--- config.mk ---
export PLATFORM = sky130hd
export DESIGN_NAME = cache_control
export DESIGN_NICKNAME = d
export VERILOG_FILES = /design/src/rtl/lc3b_types.sv /design/src/rtl/sat_counter16.sv /design/src/rtl/cache_control.sv
export SDC_FILE = /design/constraint.sdc
export NUM_CORES = 1
export LEC_CHECK = 0
export CAP_MARGIN = 10
export CORE_UTILIZATION = 30
export CTS_BUF_LIST = sky130_fd_sc_hd__clkbuf_16
export DETAILED_ROUTE_END_ITERATION = 16
export PLACE_DENSITY = 0.78
export RECOVER_POWER = 25
export SYNTH_ARGS = -nofsm -noshare
export SYNTH_HDL_FRONTEND = slang
export SYNTH_SLANG_ARGS = --single-unit
--- constraint.sdc ---
create_clock -name clk -period 1.4 [get_ports clk]
set_clock_uncertainty 0.1 [all_clocks]
set_input_delay 0.28 -clock clk [delete_from_list [all_inputs] [get_ports clk]]
set_output_delay 0.28 -clock clk [all_outputs]
set_load 0.05 [all_outputs]
--- src/rtl/lc3b_types.sv ---
// Shared LC-3b cache types: controller state encoding and associativity.
package lc3b_types;

  localparam int CACHE_WAYS = 2;

  typedef enum logic [1:0] {
    IDLE      = 2'd0,
    WRITEBACK = 2'd1,
    ALLOCATE  = 2'd2
  } cache_ctrl_state_t;

endpackage

--- src/rtl/sat_counter16.sv ---
// 16-bit event counter that sticks at 0xFFFF instead of wrapping.
module sat_counter16 (
  input  logic        clk,
  input  logic        rst,
  input  logic        inc,
  output logic [15:0] count
);

  // NOTE: state registers use non-blocking assignments so every flop samples pre-edge values.
  always_ff @(posedge clk) begin
    if (rst) begin
      count <= 16'h0000;
    end else if (inc && (count != 16'hFFFF)) begin
      count <= count + 16'h0001;
    end
  end

endmodule

--- src/rtl/cache_control.sv ---
// L1 cache controller: hit service, dirty-victim writeback and line fill sequencing.
// Performance counters are built only when CACHE_PERF_CNT_EN is defined.
module cache_control
  import lc3b_types::*;
(
  input  logic        clk,
  input  logic        rst,
  input  logic        mem_read,
  input  logic        mem_write,
  output logic        mem_resp,
  output logic        pmem_read,
  output logic        pmem_write,
  input  logic        pmem_resp,
  input  logic        ishit_w1,
  input  logic        ishit_w2,
  input  logic        isdirty_w1,
  input  logic        isdirty_w2,
  input  logic        lru_out,
  output logic        load_dirty_w1,
  output logic        load_dirty_w2,
  output logic        load_valid_w1,
  output logic        load_valid_w2,
  output logic        load_tag_w1,
  output logic        load_tag_w2,
  output logic        load_datastore_w1,
  output logic        load_datastore_w2,
  output logic        dirty_value,
  output logic        load_lru,
  output logic        datastore_in_mux_sel,
  output logic        pmem_addr_sel,
  output logic [15:0] hit_count,
  output logic [15:0] miss_count
);

  localparam int WAY_BITS = $clog2(CACHE_WAYS);

  cache_ctrl_state_t     state, state_next;
  logic [WAY_BITS-1:0]   victim_q, victim_next;
  logic                  replay_q, replay_next;

  logic request, is_write, hit, hit_way;

  assign request  = mem_read | mem_write;
  assign is_write = mem_write;
  assign hit      = ishit_w1 | ishit_w2;
  assign hit_way  = ~ishit_w1;  // way 1 wins if both report a hit

  // NOTE: every combinational output gets a default first so no latches are inferred.
  always_comb begin
    state_next           = state;
    victim_next          = victim_q;
    replay_next          = replay_q;
    mem_resp             = 1'b0;
    pmem_read            = 1'b0;
    pmem_write           = 1'b0;
    load_dirty_w1        = 1'b0;
    load_dirty_w2        = 1'b0;
    load_valid_w1        = 1'b0;
    load_valid_w2        = 1'b0;
    load_tag_w1          = 1'b0;
    load_tag_w2          = 1'b0;
    load_datastore_w1    = 1'b0;
    load_datastore_w2    = 1'b0;
    dirty_value          = 1'b0;
    load_lru             = 1'b0;
    datastore_in_mux_sel = 1'b0;
    pmem_addr_sel        = 1'b0;

    if (!rst) begin
      unique case (state)
        IDLE: begin
          if (request && hit) begin
            mem_resp    = 1'b1;
            load_lru    = (hit_way == lru_out);
            replay_next = 1'b0;
            if (is_write) begin
              load_datastore_w1 = ~hit_way;
              load_datastore_w2 = hit_way;
              load_dirty_w1     = ~hit_way;
              load_dirty_w2     = hit_way;
              dirty_value       = 1'b1;
            end
          end else if (request) begin
            victim_next = lru_out;
            replay_next = 1'b1;
            state_next  = ((lru_out ? isdirty_w2 : isdirty_w1)) ? WRITEBACK : ALLOCATE;
          end
        end

        WRITEBACK: begin
          pmem_write    = 1'b1;
          pmem_addr_sel = 1'b1;
          if (pmem_resp) state_next = ALLOCATE;
        end

        ALLOCATE: begin
          pmem_read = 1'b1;
          if (pmem_resp) begin
            load_datastore_w1    = ~victim_q;
            load_datastore_w2    = victim_q;
            load_tag_w1          = ~victim_q;
            load_tag_w2          = victim_q;
            load_valid_w1        = ~victim_q;
            load_valid_w2        = victim_q;
            load_dirty_w1        = ~victim_q;
            load_dirty_w2        = victim_q;
            datastore_in_mux_sel = 1'b1;
            state_next           = IDLE;
          end
        end

        default: state_next = IDLE;
      endcase
    end
  end

  always_ff @(posedge clk) begin
    if (rst) begin
      state    <= IDLE;
      victim_q <= '0;
      replay_q <= 1'b0;
    end else begin
      state    <= state_next;
      victim_q <= victim_next;
      replay_q <= replay_next;
    end
  end

`ifdef CACHE_PERF_CNT_EN
  logic        hit_inc, miss_inc;
  logic [15:0] hit_cnt, miss_cnt;

  // Replayed hits belong to a miss already counted.
  assign hit_inc  = !rst && (state == IDLE) && request && hit && !replay_q;
  assign miss_inc = !rst && (state == IDLE) && request && !hit;

  sat_counter16 u_hit_cnt (
    .clk   (clk),
    .rst   (rst),
    .inc   (hit_inc),
    .count (hit_cnt)
  );

  sat_counter16 u_miss_cnt (
    .clk   (clk),
    .rst   (rst),
    .inc   (miss_inc),
    .count (miss_cnt)
  );

  assign hit_count  = rst ? 16'h0000 : hit_cnt;
  assign miss_count = rst ? 16'h0000 : miss_cnt;
`else
  assign hit_count  = 16'h0000;
  assign miss_count = 16'h0000;
`endif

endmodule

### Word level (Yosys, flattened, before mapping)

Index checks and enable logic that the tools add are counted.

* equality and inequality tests: 7
* mux-type cells: 38
* bitwise gates (word level): 5
* reduce and logical (&&, ||, !) cells: 4

Operator list (number)
* $mux W1: 30
* $mux W2: 5
* $ne A2 B2 Y1 const B: 4
* $pmux W2 S3: 1
* $pmux W1 S2: 2
* $reduce_and A4 Y1: 1
* $not A1 Y1: 3
* $reduce_and A3 Y1: 1
* $eq A2 B1 Y1 const B: 1
* $eq A2 B2 Y1 const B: 1
* $logic_not A2 Y1: 1
* $or A1 B1 Y1: 2
* $eq A1 B1 Y1: 1
* $logic_and A1 B1 Y1: 1

* bits in registers: 3
* bits of input ports: 10
* output and inout bits: 47
* logic and storage cells: 56

### Longest topological paths before layout

* word-level depth: 5
* mapped depth: 5
* gate-level depth less buffers: 3

### Least setup slack after synthesis

Ideal clock, no wire load.

* kind: register -> output
* from: register state[1]
* to: output load_dirty_w2
* data arrival time: 2.132 ns
* required time: 1.020 ns
* path slack: -1.112 ns
* stages on the path, launching flop included: 6
* buffers on the path: 2
* path through: dfxtp_1 > buf_2 > nor2b_1 > a32oi_1 > nor3_1 > buf_4

* longest elaborated chain between the ends: 3
* elaborated cells on any way between the ends: 4
* those cells by class: eq/ne: 1; mux: 2; reduce/logical: 1

RTL lines
* start, declared: line cache_control.sv:37 `cache_ctrl_state_t state, state_next;`
* start signal, assigned: line cache_control.sv:123 `state <= state_next;`
* $eq A2 B2 Y1 or $logic_not A2 Y1 (tied branches)
* $pmux W1 S2 *
* $mux W1 *
* end, declared: line cache_control.sv:20 `output logic load_dirty_w2,`

Mark *: on every way between the ends. The rest lies on a longest branch, timed or not.

### Final worst setup path

* from: register state[0]
* to: output dirty_value

* longest elaborated chain between the ends: 3

RTL lines
* $logic_not A2 Y1: line cache_control.sv:70 `unique case (state)`
* $mux W1: line cache_control.sv:70
* $mux W1: line cache_control.sv:69 `if (!rst) begin`
* end, declared: line cache_control.sv:27 `output logic dirty_value,`

No other way between the ends.

==> run_results.csv <==
group,metric,value,unit
floorplanning,die-area,0.00217,mm²
hold_path,hp-start,"lru_out",
clock_tree,cts_hold_buf,0,
logic_synthesis,ys.flop_type,"dfxtp_1",
logic_synthesis,synth_top_area_share,46.6,%
power_and_ir_drop,seqPwrFrac,9.6,%
setup_path,critPathKind,"flop to output pin",
logic_synthesis,synth_top_area_cell,"buf_4",
setup_path,rr_worst_depth,5,
power_and_ir_drop,power.density,857,mW/mm²
grt,grt_pass1_wl,2200,µm
placed_design,port_buffers,24,
detailed_routing,drc,0,
power_and_ir_drop,p_leak,0.000562,µW
power_and_ir_drop,p_sw,405,µW
setup_path,timing.rr.end,"state[0]",
finish,n_antenna_cell,0,
grt,use_met2,28.3,%
finish,nets,127,
sta,rsz0062_at_grt,"yes",
sta,fin_hold_ws,0.425,ns
setup_path,critPathArrivalTime,1.47,ns
setup_path,r2r_slack,0.02,ns
clock_tree,clk_pin_slew_worst_paths,0.03,ns
grt,gr-total-overflow,0,
sta,setup_viol_count_final,15,
detailed_routing,vias,543,
power_and_ir_drop,p_int,600,µW
grt,antenna_found_initial,0,
logic_synthesis,synth_cells,76,
power_and_ir_drop,pwr-share-comb,45.5,%
logic_synthesis,ys_seq_area_share,10.1,%
placed_design,place.detailed.hpwl,1220,µm
finish,ff_latch_area,62.6,µm²
logic_synthesis,synth.area.top_cells,"buf_4, dfxtp_1, mux2i_1",
clock_tree,numClockSinks,3,
grt,grt_max_degree,8,
logic_synthesis,synth_cell_types,24,
logic_synthesis,syn_area,596,µm²
clock_tree,cts-root-buf,"clkbuf_16",
grt,use_met3,5.49,%
finish,fillers,153,
finish,syn_to_final_growth,96.8,%
floorplanning,die_h,46.6,µm
grt,grt.busiest_layer,"met2",
grt,gr-usage-met1,14.5,%
detailed_routing,initialDrtViolationCount,2,
setup_path,cp.required,1.02,ns
power_and_ir_drop,pwr-share-clk,44.8,%
logic_synthesis,yosysWarnings,0,
logic_synthesis,synth_edf_count,0,
setup_path,worstSetupEndpointType,"output pin",
hold_path,hp-class,"input pin to flop",
logic_synthesis,async_reset_ff_share,0,%
logic_synthesis,ys_ff_latch,3,
detailed_routing,routedWlPerCell,10.3,µm
floorplanning,fp.dieW,46.6,µm
clock_tree,cts_buffers,3,
sta,max_freq,0.540,GHz
setup_path,start_kind,"flop",
setup_path,cpPeakStageDelay,0.37,ns
hold_path,min_path_cells,4,
floorplanning,start_util,33.1,%
sta,hold_viol_final,0,
sta,fin_ws,-0.453,ns
power_and_ir_drop,power.share.switching,40.3,%
detailed_routing,final_antenna_net_count,0,
detailed_routing,viasPerCell,3.85,
power_and_ir_drop,ir_drop,1.19,mV
logic_synthesis,avgSynthCellArea,7.84,µm²
grt,gr-usage-all-layers,15.0,%
clock_tree,h-tree-depth,1,
floorplanning,num_rows,15,
clock_tree,clk_latency,0.23,ns
setup_path,r2r-start,"state[0]",
clock_tree,clockBufferDepth,2,
finish,multi_input_area,452,µm²
detailed_routing,firstDrtPassIters,3,
clock_tree,cts_tree,"done",
sta,maxSlewViolCount,0,
floorplanning,ioPinCount,57,
status,violations,"negative setup slack",
status,status,"finished with violations",
detailed_routing,routed_wl,1450,µm
hold_path,min_to,"victim_q",
grt,grt_pass1_vias,521,
placed_design,dp_slack,-0.647,ns
sta,min_period,1.85,ns
setup_path,path_cells,"o21bai_4 > or3_4 > nor3b_4 > buf_12",
placed_design,place.gp.congestion,0.683,
flow_run,cap_violations,0,
setup_path,crit_fanout,3,
finish,drive_gt1_share,53.4,%
sta,fin_crit_sh,132,%
setup_path,slowest_stage,"or3_4",
floorplanning,core-area,0.00180,mm²
-- cells in the final DEF (no fill, tap or decap) --
cell	synthesis	routed
nor3b_4	0	2
buf_12	0	15
buf_4	37	18
nand2_1	2	2
dfxtp_2	0	2
clkdlybuf4s15_1	0	1
nand3b_1	1	1
dlygate4sd2_1	0	3
clkdlybuf4s50_1	0	2
nor3_4	0	2
inv_1	3	4
conb_1	1	32
and2_4	0	3
or3_4	1	1
nor2_4	0	1
and3_4	0	1
a21oi_1	1	1
dlymetal6s2s_1	0	1
clkbuf_2	1	2
nor2_2	0	2
a22o_1	1	1
nor2_1	4	1
nor3_1	3	1
dfxtp_1	3	1
mux2i_2	0	1
a31o_2	1	1
buf_6	0	2
or3b_1	1	1
a32oi_2	0	2
o21bai_4	1	1
nor2b_4	0	2
nor4_4	1	1
mux2i_1	3	2
clkbuf_16	0	3
-- synthesized netlist by cell type, types with 2 or more instances --
master	n
buf_4	37
nor2_1	4
and2_1	3
dfxtp_1	3
inv_1	3
mux2i_1	3
nor3_1	3
a32oi_1	2
nand2_1	2
nor2b_1	2
-- flip-flops by register name, summed over array words and instances, names as in the netlist --
signal    cells
state         2
victim_q      1
-- routing by layer --
metal  part of all wire [%]  vias up
li1                       -      261
met1                     34      247
met2                     56       33
met3                    8.6        2
met4                   0.76        0
met5                      0        -
-- critical path: cells and delay by family, from the launching register on --
family | cells | cell delay, ns
buffers and inverters | 1 | 0.16
flip-flops | 1 | 0.31
AO/OA/AOI/OAI | 1 | 0.16
AND/OR/NAND/NOR | 2 | 0.61
-- logic make-up (layout without fill, tap and decap cells) --
| kind of cell | count (synthesis) | in the layout | synth area share [%] |
|---|---|---|---|
| buf+inv | 42 | 51 | 50.2 |
| mux | 3 | 3 | 5.04 |
| flops | 3 | 3 | 10.1 |
| simple gates | 21 | 21 | 24.2 |
| compound gates | 6 | 6 | 9.87 |
| other cells | 1 | 32 | 0.630 |
-- power by group through the flow --
stage,Sequential [µW],Clock (µW),Combinational [µW]
final,97.0,451,458
after CTS,97.0,457,455
after global placement,97.2,0,441
after global routing,97.4,464,478
after floorplan,96.0,0,393
after detailed placement,97.5,0,447
-- area by class of cell --
type | instances | share of cell area (%)
repair buffers | 44 | 45.8
multi-input cells | 62 | 38.5
clock buffers | 3 | 6.40
flip-flops and latches | 3 | 5.34
well taps | 25 | 2.67
inverters | 3 | 0.961
clock inverters | 1 | 0.320
-- worst max-delay path by stage --
stage	startpoint	endpoint	slack, ns	depth (start not counted)
final	state[0]	dirty_value	-0.45	4
after global routing	state[0]	dirty_value	-0.47	4
after CTS	state[0]	dirty_value	-0.47	4
after detailed placement	mem_write	dirty_value	-0.65	5
after global placement	mem_write	dirty_value	-0.64	5
after floorplan	state[0]	dirty_value	-0.39	3
-- stage by stage --
stage / cell area (µm²) / std cells / utilization [%] / TNS (ns) / power [µW]
after floorplan: 836 / 107 / - / -2.85 / 489
after global placement: 1040 / 134 / 58.0 / -8.43 / 538
after detailed placement: 1040 / 134 / 58.0 / -8.71 / 544
after CTS: 1160 / 140 / 64.6 / -4.47 / 1010
after global routing: 1170 / 141 / 65.1 / -4.52 / 1040
final: 1170 / 141 / 65.1 / -3.97 / 1010
-- what timing repair did --
action | in CTS | in global routing
pin swaps | 5 | 5
setup buffers | 3 | 1
gates resized for setup | 16 | 6
endpoints found under the setup margin | 18 | 16
Note: power is estimated with default switching activity, not from simulation.
